**config.mk**
```make
export PLATFORM = sky130hd
export DESIGN_NAME = fetch_unit
export DESIGN_NICKNAME = d
export VERILOG_FILES = /design/src/rtl/cpu_pkg.sv /design/src/rtl/fetch_pc.sv /design/src/rtl/fetch_unit.sv
export SDC_FILE = /design/constraint.sdc
export NUM_CORES = 1
export LEC_CHECK = 0
export ABC_AREA = 0
export CAP_MARGIN = 30
export CORE_AREA = 5 5 90 92
export CTS_CLUSTER_DIAMETER = 50
export DETAILED_ROUTE_END_ITERATION = 6
export DIE_AREA = 0 0 95 97
export GPL_TIMING_DRIVEN = 0
export PLACE_DENSITY = 0.66
export SETUP_SLACK_MARGIN = 0.1
export SYNTH_ARGS = -nofsm -noshare
export SYNTH_HDL_FRONTEND = slang
export SYNTH_HIERARCHICAL = 1
export SYNTH_SLANG_ARGS = --single-unit
```
**constraint.sdc**
```tcl
create_clock -name clk -period 2.3 [get_ports clk]
set_input_delay 0.345 -clock clk [delete_from_list [all_inputs] [get_ports clk]]
set_output_delay 0.345 -clock clk [all_outputs]
set_load 0.01 [all_outputs]
```
**src/rtl/cpu_pkg.sv**
```systemverilog
// rtl/cpu_pkg.sv - shared widths, encodings and FSM state type for the fetch path
//
// Purpose : common definitions imported by fetch_unit and fetch_pc.
// Contents: ADDR_W / INSTR_W widths, NOP encoding, fetch FSM state type
//           and constants, next-sequential-PC helper.
package cpu_pkg;

  localparam int ADDR_W  = 16;
  localparam int INSTR_W = 16;

  localparam logic [INSTR_W-1:0] NOP = 16'h0000;

  typedef logic [1:0] fsm_state_t;

  localparam fsm_state_t ST_BOOT = 2'd0;
  localparam fsm_state_t ST_RUN  = 2'd1;
  localparam fsm_state_t ST_HALT = 2'd2;

  // Sequential fetch address; wraps silently at the top of the address space.
  function automatic logic [ADDR_W-1:0] pc_next_seq(input logic [ADDR_W-1:0] pc);
    return pc + {{(ADDR_W-1){1'b0}}, 1'b1};
  endfunction

endpackage

```
**src/rtl/fetch_pc.sv**
```systemverilog
// rtl/fetch_pc.sv - program counter register and next-PC selection
//
// Purpose : holds the fetch PC; loads redirect_pc on a redirect, advances by
//           one on a fetch load, otherwise holds.
// Ports   : clk, rst_n     - clock, asynchronous active-low reset
//           load        - a fetch load happens this cycle (advance PC)
//           redirect    - branch/jump taken (highest priority)
//           redirect_pc - new fetch address
//           pc          - current fetch address
module fetch_pc
  import cpu_pkg::*;
#(
  parameter logic [ADDR_W-1:0] RESET_PC = 16'h0000
) (
  input  logic              clk,
  input  logic              rst_n,
  input  logic              load,
  input  logic              redirect,
  input  logic [ADDR_W-1:0] redirect_pc,
  output logic [ADDR_W-1:0] pc
);

  logic [ADDR_W-1:0] pc_q;
  logic [ADDR_W-1:0] pc_d;

  always_comb begin
    pc_d = pc_q;
    if (redirect) begin
      pc_d = redirect_pc;
    end else if (load) begin
      pc_d = pc_next_seq(pc_q);
    end
  end

  always_ff @(posedge clk or negedge rst_n) begin
    if (!rst_n) begin
      pc_q <= RESET_PC;
    end else begin
      pc_q <= pc_d;
    end
  end

  assign pc = pc_q;

endmodule

```
**src/rtl/fetch_unit.sv**
```systemverilog
// rtl/fetch_unit.sv - instruction fetch stage with one-entry output register
//
// Purpose : fetches from a combinational instruction ROM and presents one
//           instruction at a time to decode with a valid/ready handshake.
//           Supports redirect (flush + new PC) and halt.
// Optional: FETCH_PERF_CNT_EN adds the fetch_count port (accepted transfers).
// Ports   : clk, rst_n                  - clock, asynchronous active-low reset
//           imem_addr / imem_instr      - ROM address (= PC) and its data
//           out_valid / out_ready       - output handshake
//           out_instr / out_pc          - fetched word and its address
//           redirect_valid / redirect_pc- taken branch/jump and its target
//           halt_req / halted           - stop request and HALT indication
//           fetch_count                 - transfer counter (optional)
module fetch_unit
  import cpu_pkg::*;
#(
  parameter logic [ADDR_W-1:0] RESET_PC = 16'h0000
) (
  input  logic               clk,
  input  logic               rst_n,
  output logic [ADDR_W-1:0]  imem_addr,
  input  logic [INSTR_W-1:0] imem_instr,
  output logic               out_valid,
  input  logic               out_ready,
  output logic [INSTR_W-1:0] out_instr,
  output logic [ADDR_W-1:0]  out_pc,
  input  logic               redirect_valid,
  input  logic [ADDR_W-1:0]  redirect_pc,
  input  logic               halt_req,
  output logic               halted
`ifdef FETCH_PERF_CNT_EN
  ,
  output logic [ADDR_W-1:0]  fetch_count
`endif
);

  fsm_state_t         state_q, state_d;
  logic               out_valid_q, out_valid_d;
  logic [INSTR_W-1:0] out_instr_q, out_instr_d;
  logic [ADDR_W-1:0]  out_pc_q, out_pc_d;
  logic [ADDR_W-1:0]  pc;
  logic               load;
  logic               xfer;

  // A redirect flushes the output register, so a word presented in the same
  // cycle as a redirect is never considered transferred.
  assign load = (state_q == ST_RUN) && !redirect_valid && !halt_req &&
                (!out_valid_q || out_ready);
  assign xfer = out_valid_q && out_ready && !redirect_valid;

  fetch_pc #(
    .RESET_PC (RESET_PC)
  ) u_fetch_pc (
    .clk         (clk),
    .rst_n       (rst_n),
    .load        (load),
    .redirect    (redirect_valid),
    .redirect_pc (redirect_pc),
    .pc          (pc)
  );

  always_comb begin
    state_d = state_q;
    if (redirect_valid) begin
      state_d = ST_RUN;
    end else begin
      case (state_q)
        ST_BOOT: state_d = ST_RUN;
        ST_RUN:  if (halt_req) state_d = ST_HALT;
        ST_HALT: state_d = ST_HALT;
        default: state_d = ST_BOOT;
      endcase
    end
  end

  // Load and transfer in the same cycle keeps out_valid high (back-to-back
  // throughput); a transfer alone drains the register.
  always_comb begin
    out_valid_d = out_valid_q;
    out_instr_d = out_instr_q;
    out_pc_d    = out_pc_q;
    if (redirect_valid) begin
      out_valid_d = 1'b0;
    end else if (load) begin
      out_valid_d = 1'b1;
      out_instr_d = imem_instr;
      out_pc_d    = pc;
    end else if (xfer) begin
      out_valid_d = 1'b0;
    end
  end

  always_ff @(posedge clk or negedge rst_n) begin
    if (!rst_n) begin
      state_q     <= ST_BOOT;
      out_valid_q <= 1'b0;
      out_instr_q <= NOP;
      out_pc_q    <= '0;
    end else begin
      state_q     <= state_d;
      out_valid_q <= out_valid_d;
      out_instr_q <= out_instr_d;
      out_pc_q    <= out_pc_d;
    end
  end

`ifdef FETCH_PERF_CNT_EN
  logic [ADDR_W-1:0] fetch_count_q, fetch_count_d;

  always_comb begin
    fetch_count_d = fetch_count_q;
    if (xfer) begin
      fetch_count_d = fetch_count_q + 16'd1;
    end
  end

  always_ff @(posedge clk or negedge rst_n) begin
    if (!rst_n) begin
      fetch_count_q <= '0;
    end else begin
      fetch_count_q <= fetch_count_d;
    end
  end

  assign fetch_count = fetch_count_q;
`endif

  assign imem_addr = pc;
  assign out_valid = out_valid_q;
  assign out_instr = out_instr_q;
  assign out_pc    = out_pc_q;
  assign halted    = (state_q == ST_HALT);

endmodule

```
; After elaboration in Yosys (flattened, before gate mapping)
; Index checks and enable logic that the tools add are counted.
[word_totals]
reg_bits = 51
in_bits = 37
out_inout_bits = 50
wordCells = 31
[classes]
n_addsub = 1
eq_ne = 3
muxes = 8
n_bitwise = 1
reduce_logical = 13
[ops]
columns = cell, n
row1 = $mux 16, 2
row2 = $add 16x1->16 const B, 1
row3 = $pmux 2 s3, 1
row4 = $logic_and 1x1->1, 5
row5 = $mux 2, 2
row6 = $logic_not 1->1, 3
row7 = $mux 1, 3
row8 = $ne 3x3->1 const B, 1
row9 = $reduce_bool 3->1, 1
row10 = $eq 2x1->1 const B, 1
row11 = $eq 2x2->1 const B, 1
row12 = $logic_not 2->1, 1
row13 = $reduce_and 2->1, 1
row14 = $reduce_bool 2->1, 1
row15 = $logic_or 1x1->1, 1
row16 = $not 1->1, 1

; Depth between registers and ports, before layout
; Gate-level depths: netlist of the first run.
[logic_depth]
word_depth = 6
depth_mapped = 11
depth_no_buf = 9

; By module
; The synthesis of the first run kept the hierarchy.
[modules_own_cells]
columns = module, n_inst, cells_each, area_each_um2, seq_area_each_um2
row1 = fetch_unit, 1, 85, 1501.4, 875.8
row2 = fetch_pc, 1, 99, 943.4, 400.4

; Worst setup path before layout of the first run
; OpenSTA, ideal clock, no wires.
[synth_path]
kind = reg-to-reg
startpoint = reg state_q[1]
endpoint = reg u_fetch_pc.pc_q[15] (netlist: u_fetch_pc/pc[15])
setup_time_ns = 0.124
arrival_ns = 1.949
required_ns = 2.176
slack_ns = 0.227
path_stages_with_launch = 11
path_buffers = 1
period_less_slack_ns = 2.073
cell_sequence = dfrtp_1 > inv_1 > ha_1 > nand2b_4 > nand3b_4 > buf_6 > inv_1 > nand4_4 > nor2_2 > a31oi_1 > o31a_1
[synth_between]
elab_chain_cells = 5
[synth_rtl]
columns = element, line
row1 = from (decl), fetch_unit.sv:37  ; fsm_state_t state_q, state_d;
row2 = from (signal assigned), fetch_unit.sv:100  ; state_q <= state_d;
row3 = $eq 2x1->1, fetch_unit.sv:47  ; assign load = (state_q == ST_RUN) && !redirect_valid && !halt_req &&
row4 = $logic_and 1x1->1 (3 in series), fetch_unit.sv:47
row5 = via load, fetch_unit.sv:42  ; logic load;
row6 = $reduce_bool 2->1 (no line), --
row7 = to (signal assigned), fetch_pc.sv:39  ; pc_q <= pc_d;
row8 = to (decl), fetch_pc.sv:23  ; logic [ADDR_W-1:0] pc_q;
; The timed path passes the listed nets, and every way through them passes these cells.
; A chain may end at the register's enable or synchronous reset.

; Worst setup path in the final report of the first run
[layout_path]
startpoint = reg state_q[1]
endpoint = reg u_fetch_pc.pc_q[12] (netlist: u_fetch_pc/pc[12])
; Same word-level chain as after synthesis.

==> results summary, run 1 <==
The CTS H-tree depth came out at 2. The area fraction of the dominant cell type after synthesis is 52.2%. Setup repair after global routing left no endpoint under its margin. The internal portion of total power came out at around 2.6 mW. The largest area contributor in the synthesized netlist is dfrtp_1. The initial antenna violation count is 0. The die area is around 9000 um2.

The diode insertion count for antenna repair came out at 0. Synthesis handed over a netlist of ~180 instances. The number of violations reported at the end of detailed-routing iteration 0 came out at 52. The number of pins with negative max-slew slack in the final report is 0.

The critical-path maximum fanout came out at 10. The number of placement rows came out at 31. The via count of the routed design is about 1700.

The worst slew margin relative to its limit is about two thirds. The number of nets in the layout is 323. The run finished with clean final reports.

The signal arrival time at the worst endpoint came out at between 2 and 2.5 ns. The pin slew with the least headroom to its limit came out at approximately 0.49 ns. The data required time at the worst endpoint came out at ~2.5 ns. The overall global routing resource usage came out at 13.4%. The buffer cell driving the clock tree root is clkbuf_8. The shortest clock period the worst path allows after layout came out at 2.07 ns. The areal power density over the cells came out at around 1000 nW/um2. In the final layout, the share of cells above drive strength 1 is roughly 22%. The power share of the sequential group is slightly below 40%. The count of port buffers added during placement is 86. The fill cell total of the finished layout came out at 676.

The die is between 90 and 100 um tall. The worst setup path is of the reg -> reg kind. The min-delay analysis places its worst path in the category in -> async. IR analysis of the VDD net gives a maximum drop of between 0.0004 and 0.0005 V. The tool flagged a number of max-cap violations equal to 0. The detail route stage leaves a number of antenna-violating nets equal to 0. The post-synthesis sequential element count came out at 51. Clock skew on the completed layout was measured at roughly 0.0077 ns.

The area of the core came out at between 7000 and 8000 um2. The area growth from synthesis to layout is 47.7%. Counting distinct cell types in the post-synthesis netlist gives 35. Summed over all cells, the static leakage comes to ~1.6 nW. The number of design rule violations left after detail routing is 0. The cell area that synthesis handed to floorplanning was between 2000 and 2500 um2. The part of the cycle the worst path needs is 90.0%. After detailed routing, the total wire length is approximately 6 mm. The first-pass GRT wire length came out at ~10 mm. Once the floorplan was initialized, standard cells occupied approximately 34% of the core. The share of total power dissipated in combinational logic is between 40 and 50%. The worst setup path is captured at a register.

The fmax is between 0.4 and 0.5 GHz. Counting the buffers created by CTS gives 5. The routability congestion estimate from global placement is approximately 0.70. The insertion delay of the later-clocked pin in the worst-skew pair is just over 0.3 ns. TritonCTS built the clock tree.

After synthesis, the cell types taking the most area are dfrtp_1, mux2_4, nand2_1, xnor2_1, o21ai_0. The clock transition time at the flip-flop clock pins of the worst setup and hold paths came out at approximately 0.10 ns. The critical path startpoint category is a register.

The via count of the first global-routing pass was 1889. The total half-perimeter wirelength after legalization and detailed placement came out at ~4.4 mm. The post-detailed-route wirelength per cell came out at 15.4 um. The switching power came out at between 1 and 1.5 mW. The TritonCTS sink count came out at 51. For this run, the number of Yosys warnings is 6.

87 I/O pins were placed. The number of nets produced by synthesis came out at 225. In this run switching power makes up 28.6% of total power. The via density per instance is about 4.6.

The maximum clock insertion buffer count came out at 2. The setup slack of the critical path after layout came out at approximately 0.23 ns. The tightest hold path in the finished design has a slack of around 0.47 ns. The synthesized area divided by synthesized cell count is between 10 and 15 um2. The overall die width came out at between 90 and 100 um.

The number of hold violations in the final report came out at 0. For this run, the register share of the synthesized area comes to 52.2%. The setup slack after placement came out at -0.366 ns. The overall overflow remaining after global route is 0.

The pin count of the biggest net entering global routing is 39. The clock share of power came out at about 18%. For this run, the detailed router's first-pass iteration total came to 4.

The number of setup violations in the final report is 0.
## worst paths after layout
kind | from | endpoint | slack [ns] | cells after the start
max reg2reg | state_q[1]$_DFFE_PN0P_ | u_fetch_pc/pc[12]$_DFFE_PN0P_ | 0.23 | 11
min in group clk | out_instr[8]$_DFFE_PN0P_ | out_instr[8]$_DFFE_PN0P_ | 0.51 | 1
min reg2reg | out_instr[8]$_DFFE_PN0P_ | out_instr[8]$_DFFE_PN0P_ | 0.51 | 1
max | state_q[1]$_DFFE_PN0P_ | u_fetch_pc/pc[12]$_DFFE_PN0P_ | 0.23 | 11
min | rst_n | out_pc[11]$_DFFE_PN0P_ | 0.47 | 2
max in group asynchronous | rst_n | out_pc[2]$_DFFE_PN0P_ | 1.33 | 3
## synthesized netlist by cell type
master,count
dfrtp_1,51
mux2_4,29
nand2_1,19
o21ai_0,12
inv_1,8
xnor2_1,7
xor2_1,5
ha_1,4
nand3_1,4
and4_2,3
buf_6,3
clkbuf_1,3
mux2_2,3
nand2b_1,3
nand4_1,3
nor2_1,3
a31oi_1,2
mux2i_1,2
nand4_4,2
nor3_1,2
o31a_1,2
a21oi_1,1
a311o_1,1
and3_1,1
and3_2,1
and4_1,1
buf_2,1
buf_4,1
nand2b_4,1
nand3b_4,1
nor2_2,1
nor4_2,1
nor4_4,1
o211ai_1,1
o21ai_1,1
## stage by stage
step | cell area [um2] | setup TNS, ns | power, mW | std cells | utilization (%)
2_1_floorplan | 2440 | 0 | 2.16 | 184 | -
3_3_place_gp | 3430 | -38.61 | 2.96 | 369 | 48.1
3_5_place_dp | 3440 | -2.95 | 3.00 | 370 | 48.3
4_1_cts | 3600 | 0 | 3.67 | 381 | 50.4
5_1_grt | 3610 | 0 | 3.83 | 382 | 50.6
6_report | 3610 | 0 | 3.62 | 382 | 50.6
## final cells by class
class | count | area, um2 | area share [%]
sequential | 51 | 1280 | 35.3
multi-input combinational | 117 | 1090 | 30.1
timing repair buffer | 91 | 907 | 25.1
tap | 99 | 124 | 3.43
buffer | 8 | 70.1 | 1.94
clock buffer | 5 | 68.8 | 1.91
clock inverter | 3 | 43.8 | 1.21
inverter | 8 | 33.8 | 0.935
## critical path, stage by stage (launching register included)
cell and delay, ns:
dfrtp_1 0.39, inv_1 0.08, ha_2 0.19, nand2b_4 0.07, nand3b_4 0.18, buf_12 0.17, clkinvlp_4 0.10, and4_1 0.22
buf_6 0.14, nand4_1 0.12, xnor2_1 0.19, o21ai_0 0.10
## per-layer routing
layer  part of all wire (%)  GRT usage (%)  routed length (um)
met1                     44           16.8                2580
met2                     50           22.3                2920
met3                    6.2           3.72                 364
met4                   0.58           3.44                  34
met5                      0              0                   0
## power groups by stage
stage / Clock [mW] / Combinational [mW] / Sequential (mW)
after global placement: 0 / 1.54 / 1.43
after CTS: 0.658 / 1.58 / 1.43
final: 0.632 / 1.56 / 1.42
after floorplan: 0 / 0.583 / 1.57
after global routing: 0.697 / 1.66 / 1.47
after detailed placement: 0 / 1.56 / 1.45
## cells in the final DEF, fill, tap and decap left out, types with 3 or more instances in the layout
master,n
nand3_1,4
clkdlybuf4s50_1,84
clkbuf_1,3
nand2b_1,3
inv_1,7
buf_4,3
xor2_1,5
buf_6,3
nand2_1,19
nor2_1,3
ha_1,3
mux2_4,29
dfrtp_1,51
o21ai_0,11
and4_2,3
clkbuf_8,5
xnor2_1,7
mux2_2,3
nand4_1,3
## registers in the layout (all words and copies together), names as in the netlist
signal	flops
out_valid	1
state_q	2
out_pc	16
out_instr	16
u_fetch_pc/pc	16
## what timing repair did
item / 4_1_cts / 5_1_grt
setup endpoints to repair: 11 / 5
endpoints found under the hold margin: 13 / 0
resized for setup: 5 / 3
hold buffers: 1 / 0
buffers inserted: 2 / 1
pin swaps: 0 / 1
## cells by family after synthesis
logic type,share of synthesized area [%]
XOR/XNOR,4.30
buffers and inverters,3.58
AND/OR/NAND/NOR,13.1
flip-flops,52.2
multiplexers,20.0
AO/OA/AOI/OAI,4.81
adder cells (fa/ha/maj),2.05
Note: power is estimated with default switching activity, not from simulation.
==> inputs of run 2 (changes only) <==
--- a/config.mk
+++ b/config.mk
@@ -12,7 +12,7 @@
 export DETAILED_ROUTE_END_ITERATION = 6
 export DIE_AREA = 0 0 95 97
 export GPL_TIMING_DRIVEN = 0
-export PLACE_DENSITY = 0.66
+export PLACE_DENSITY = 0.75
 export SETUP_SLACK_MARGIN = 0.1
 export SYNTH_ARGS = -nofsm -noshare
 export SYNTH_HDL_FRONTEND = slang
==> run 2 against run 1 <==
Against the previous run: cell count is the same; first-iteration DRC count fell by 42%; routed wire length increased by 1.2%; worst setup slack worse by 0.041 ns; sequential cell count stayed put; largest cell class unchanged.
==> results summary, run 2 (synthesized netlist as in run 1, its figures left out) <==
The flow ran to the end, and the final reports show no timing, DRC or antenna violations. The type of element capturing the critical path is a register. The data required time at the worst endpoint is around 2.5 ns. The category of the critical setup timing path is reg -> reg. Counting along the longest clock path gives a buffer depth of 2.

The clock net in this run drives a total of 51 sinks. Leaving out fill and tap cells, the most frequent cells in the layout are clkdlybuf4s50_1, dfrtp_1, mux2_4. Across the VDD grid, the largest voltage drop is 0.000441 V.

The fraction of layout cells with a size suffix above 1 is around 22%. The first-pass GRT wire length is a little under 10 mm. The via density per instance came out at roughly 4.6. For this design the total switching power over the nets is 1.04 mW. The wire length after detailed routing is 5.96 mm.

The overall overflow remaining after global route came out at 0. The placed instances occupy a cell area of approximately 3400 um2. The area of the core came out at between 7000 and 8000 um2. The shortest clock period the worst path allows after layout came out at 2.11 ns. For the pin with the worst max-slew slack, the measured transition is 0.491 ns.

For the worst-skew pair, the clock arrives at the later sink with an insertion delay of 0.30 ns. The switching part of the total power came out at around 30%. The congestion estimate from routability-driven global placement came to slightly below 0.8. The die area came out at 9220 um2.

The number of antenna diodes in the final layout is 0. The power share of the sequential group is between 40% and 50%. Fill cells in the final layout number ~660. The CTS tree is built. The count of nets left with antenna violations after detail routing is 0.

The total half-perimeter wirelength after legalization and detailed placement came out at around 4.4 mm. The buffer cell driving the clock tree root is clkbuf_8. The reported max-cap violation count came out at 0.

In the routed design, unresolved DRC markers number 0. The internal portion of total power came out at 2.47 mW. The via count of the routed design is between 1500 and 2000. The worst reg-to-reg path cell count came out at 10.

The initial antenna violation count is 0. The number of top-level pins came out at slightly below 90. The post-detailed-route wirelength per cell is roughly 16 um.

The net count of the finished layout is approximately 320. The area of all placed cells without fillers is 3580 um2. The via count of the first global-routing pass came out at 1895. The iteration count of the initial detailed-routing pass is 4.

The clock transition time at the flip-flop clock pins of the worst setup and hold paths is about 0.1 ns. The pin count of the biggest net entering global routing came out at 40. The most common cell after layout, fill and taps aside is clkdlybuf4s50_1. In this run the static leakage power is approximately 1.6 nW. The CTS H-tree depth is 2. The slowest stage of the critical path belongs to the cell dfrtp_1.

From bottom edge to top edge, the die measures around 97 um. The overall die width is approximately 95 um. Traced cell by cell, the critical path runs through inv_1 -> ha_1 -> nand2b_4 -> nand3b_4 -> buf_12 -> clkinvlp_4 -> and4_1 -> buf_4 -> and4_2 -> o31a_1.

The share of total power dissipated in the clock network is about 15%. Setup repair after global routing could not meet its margin everywhere. The delay contributed by the slowest stage of the critical path came out at ~0.36 ns. The areal power density over the cells is about 980 nW/um2. The number of pins with negative max-slew slack in the final report is 0. The fmax is roughly 0.47 GHz. The TritonCTS buffer count came out at 5. The worst path uses ~90% of the clock period. The initial cell density of the core is about a third. The number of violations reported at the end of detailed-routing iteration 0 is 30. The layout overhead on the synthesized area came out at 46.5%. Combinational logic burns approximately 45% of the power. The number of setup violations in the final report came out at 0. Global routing consumed, over all layers together, approximately 14% of the routing resources. The number of hold violations in the final report is 0. The worst pin sits at a relative slew slack of roughly two thirds.

Across the routed clock network, the largest skew measured is roughly 0.0037 ns. The tightest min-delay check is of the in -> async type. After routing, the total negative slack on setup checks comes to 0 ns.

The critical path startpoint category is a register. The initialized floorplan defines 31 standard-cell rows. The signal arrival time at the worst endpoint came out at 2.30 ns.

Of all nets on the critical path, the largest fanout is 10. The count of port buffers added during placement came out at 86.
[run 2: per-stage QoR]
stage / setup slack, ns / util (%) / std cells / power [mW] / hold WS, ns
3_5_place_dp: -0.369 / 48.3 / 370 / 3.01 / 0.275
3_3_place_gp: -0.691 / 48.1 / 369 / 2.96 / 0.488
2_1_floorplan: 0.227 / - / 184 / 2.16 / 0.0494
6_report: 0.189 / 50.2 / 382 / 3.51 / 0.468
5_1_grt: 0.0813 / 50.2 / 382 / 3.73 / 0.488
4_1_cts: 0.108 / 50.0 / 380 / 3.56 / 0.469
[run 2: critical path: cells and delay by family, from the launching register on]
family / cells / cell delay [ns]
simple gates: 4 / 0.70
buf+inv: 4 / 0.51
flops: 1 / 0.36
compound gates: 1 / 0.23
fa+ha+maj: 1 / 0.21
[run 2: path summary, 6_finish.rpt]
kind	to	start	slack [ns]
min in group clk	out_pc[3]$_DFFE_PN0P_	out_pc[3]$_DFFE_PN0P_	0.52
worst max register to register	u_fetch_pc/pc[14]$_DFFE_PN0P_	state_q[1]$_DFFE_PN0P_	0.19
max in group asynchronous	u_fetch_pc/pc[8]$_DFFE_PN0P_	rst_n	1.32
worst min register to register	out_pc[3]$_DFFE_PN0P_	out_pc[3]$_DFFE_PN0P_	0.52
worst max-delay path	u_fetch_pc/pc[14]$_DFFE_PN0P_	state_q[1]$_DFFE_PN0P_	0.19
worst min-delay path	state_q[1]$_DFFE_PN0P_	rst_n	0.47
[run 2: cell type report]
type / instances / area (um2) / share of cell area (%)
timing repair buffer: 91 / 907 / 25.3
buffer: 8 / 66.3 / 1.85
inverter: 8 / 33.8 / 0.943
clock buffer: 5 / 68.8 / 1.92
multi-input combinational: 117 / 1090 / 30.3
tap: 99 / 124 / 3.46
sequential: 51 / 1280 / 35.6
clock inverter: 3 / 20.0 / 0.559
[run 2: repair_timing]
action                                 in CTS  in global routing
pin swaps                                   0                  0
hold buffers                                1                  0
gates resized for setup                     5                  0
buffers inserted                            1                  2
setup endpoints to repair                  11                  9
endpoints found under the hold margin      12                  0
[run 2: power by group through the flow]
| stage | logic [mW] | clock network, mW | registers (mW) |
|---|---|---|---|
| 4_1_cts | 1.58 | 0.545 | 1.44 |
| 2_1_floorplan | 0.583 | 0 | 1.57 |
| 3_5_place_dp | 1.55 | 0 | 1.45 |
| 5_1_grt | 1.67 | 0.588 | 1.48 |
| 6_report | 1.56 | 0.520 | 1.43 |
| 3_3_place_gp | 1.53 | 0 | 1.43 |
[run 2: per-layer routing]
layer	GRT usage [%]	wire, um	vias to the layer above
li1	-	-	841
met1	17.2	2740	852
met2	22.7	2870	50
met3	3.03	267	8
met4	3.77	84	0
met5	0	0	-
==> inputs of run 3 (changes only) <==
--- a/config.mk
+++ b/config.mk
@@ -12,6 +12,7 @@
 export DETAILED_ROUTE_END_ITERATION = 6
 export DIE_AREA = 0 0 95 97
 export GPL_TIMING_DRIVEN = 0
+export MAX_ROUTING_LAYER = met4
 export PLACE_DENSITY = 0.75
 export SETUP_SLACK_MARGIN = 0.1
 export SYNTH_ARGS = -nofsm -noshare
==> run 3 against run 2 <==
Against the previous run: cell count did not move; design area unchanged; sequential power barely moved; sequential share of layout area is the same; via count shrank 0.23%; total power is essentially flat; core utilization stayed put.
==> results summary, run 3 (synthesized netlist as in run 1, its figures left out) <==
The run finished with clean final reports. The CTS tree is built. The total power of the final layout is 3.51 mW. The total half-perimeter wirelength after legalization and detailed placement is 4.43 mm. The worst setup path is captured at a register. The worst setup path is of the reg -> reg kind.

The fill cell total of the finished layout is 658. The clock tree skew after final layout came out at 0.00362 ns. The reported max-cap violation count is 0. The number of pins with negative max-slew slack in the final report was 0. The via count of the first global-routing pass came to about 1900.

The number of violations reported at the end of detailed-routing iteration 0 came out at between 40 and 50. The first-pass GRT wire length came out at 9.76 mm. The share of total power in combinational logic is between 40 and 50%. The count of nets left with antenna violations once routing finished came out at 0. The floorplan step defined a die boundary enclosing 9220 um2.

In this run the vertical extent of the chip is roughly 97 um. In the layout the commonest cells are clkdlybuf4s50_1, dfrtp_1, mux2_4. The switching power came out at a little over 1 mW. The fmax came out at 0.474 GHz. The part of the cycle the worst path needs is ~92%. The signal arrival time at the worst endpoint is approximately 2.3 ns. The overall overflow remaining after global route came out at 0. The number of nets in the layout came out at 323. The final layout contains routed wiring with a total length of between 5 and 6 mm.

The layout overhead on the synthesized area came out at 46.5%. The number of design rule violations left after detail routing came out at 0. Data on the critical path is required at its endpoint by ~2.5 ns. The repair_antennas step left the layout with diodes totalling 0. The TritonCTS sink count came out at just over 50. The clock share of power is 14.8%. The area of the core came out at between 7000 and 8000 um2.

The insertion delay of the later-clocked pin in the worst-skew pair came out at approximately 0.3 ns. The register cell area after layout is 1280 um2. The post-route netlist has a little over a fifth of its cells at a drive strength greater than 1. The initial antenna violation count is 0. The cell leakage power came out at 1.58 nW. The setup slack after placement came out at -0.369 ns. The post-detailed-route wirelength per cell came out at 15.6 um. The pin slew with the least headroom to its limit is around 0.49 ns.

At the end of routability-driven placement, the weighted congestion stood at 0.793. The path class of the tightest hold or removal check is in -> async. The via count of the routed design is about 1700.

The worst slew margin relative to its limit is 67.2%. The internal portion of total power came out at between 2 and 2.5 mW. The buffer cell driving the clock tree root is clkbuf_8. In this run, CTS created clock tree buffers numbering 5. The overall global routing resource usage came out at 13.9%.

STA classifies the critical path startpoint as a register. The overall die width came out at around 95 um. In this run the number of H-tree levels came out at 2.

The number of hold violations in the final report is 0. The switching part of the total power came out at between 20 and 30%. The number of setup violations in the final report is 0.

The count of port buffers added during placement came out at 86. The maximum clock insertion buffer count is 2. The setup slack of the critical path after layout is about 0.19 ns. After layout, the minimum clock period comes to approximately 2.1 ns. After clock tree synthesis, the clock-pin slew on the worst setup and hold paths is approximately 0.09 ns.

The multi-input gate area in the final layout came out at about 1100 um2. The peak supply drop is 0.000438 V. After detailed routing, the number of vias per cell comes to 4.57.

Setup repair after global routing could not meet its margin everywhere. Of the total power, registers draw between 40 and 50%. The pre-antenna-repair detailed-routing pass consisted of 4 iterations. For this design the ratio of total power to cell area is around 980 nW/um2.

87 I/O pins were placed. Along the worst path, the maximum fanout reaches 10. The most common cell after layout, fill and taps aside is clkdlybuf4s50_1. The number of placement rows came out at 31. The pin count of the biggest net entering global routing came out at 40. The initial cell density of the core is 34.3%.
## run 3: worst paths after layout
check                                        from                            end  slack (ns)  cells after the start
max reg2reg                state_q[1]$_DFFE_PN0P_  u_fetch_pc/pc[14]$_DFFE_PN0P_        0.19                     10
min                                         rst_n         state_q[1]$_DFFE_PN0P_        0.47                      2
max                        state_q[1]$_DFFE_PN0P_  u_fetch_pc/pc[14]$_DFFE_PN0P_        0.19                     10
min in group clk           out_pc[12]$_DFFE_PN0P_         out_pc[12]$_DFFE_PN0P_        0.52                      1
max in group asynchronous                   rst_n   u_fetch_pc/pc[8]$_DFFE_PN0P_        1.32                      3
min reg2reg                out_pc[12]$_DFFE_PN0P_         out_pc[12]$_DFFE_PN0P_        0.52                      1
## run 3: layout make-up
| cell class | count | share of cell area, % |
|---|---|---|
| tap | 99 | 3.46 |
| clock buffer | 5 | 1.92 |
| sequential | 51 | 35.6 |
| buffer | 8 | 1.85 |
| inverter | 8 | 0.943 |
| timing repair buffer | 91 | 25.3 |
| clock inverter | 3 | 0.559 |
| multi-input combinational | 117 | 30.3 |
## run 3: power groups by stage
stage,clock (mW),combinational (mW),sequential (mW)
finish,0.518,1.56,1.43
global route,0.588,1.67,1.48
CTS,0.545,1.58,1.44
detailed placement,0,1.55,1.45
global placement,0,1.53,1.43
floorplan,0,0.583,1.57
## run 3: repair_timing
action,in CTS,in global routing
gates resized for setup,5,0
setup endpoints to repair,11,9
hold endpoints to repair,12,0
hold buffers,1,0
pin swaps,0,0
setup buffers,1,2
## run 3: layer usage
layer	part of all wire, %	wire, um	track usage [%]
met5	0	0	-
met4	1.2	70	3.77
met3	3.6	215	2.95
met2	49	2900	22.8
met1	47	2780	17.3
## run 3: per-stage QoR
step / utilization (%) / TNS, ns / hold WS (ns) / instance area [um2] / instances
final: 50.2 / 0 / 0.471 / 3580 / 382
after detailed placement: 48.3 / -2.96 / 0.275 / 3440 / 370
after floorplan: - / 0 / 0.0494 / 2440 / 184
after CTS: 50.0 / 0 / 0.469 / 3570 / 380
after global placement: 48.1 / -37.86 / 0.488 / 3430 / 369
after global routing: 50.2 / 0 / 0.485 / 3580 / 382
## run 3: worst max-delay path, stage by stage, from the launching register on
cell and delay, ns:
dfrtp_1 0.36, inv_1 0.06, ha_1 0.21, nand2b_4 0.10, nand3b_4 0.16, buf_12 0.16, clkinvlp_4 0.13, and4_1 0.22
buf_4 0.16, and4_2 0.22, o31a_1 0.23
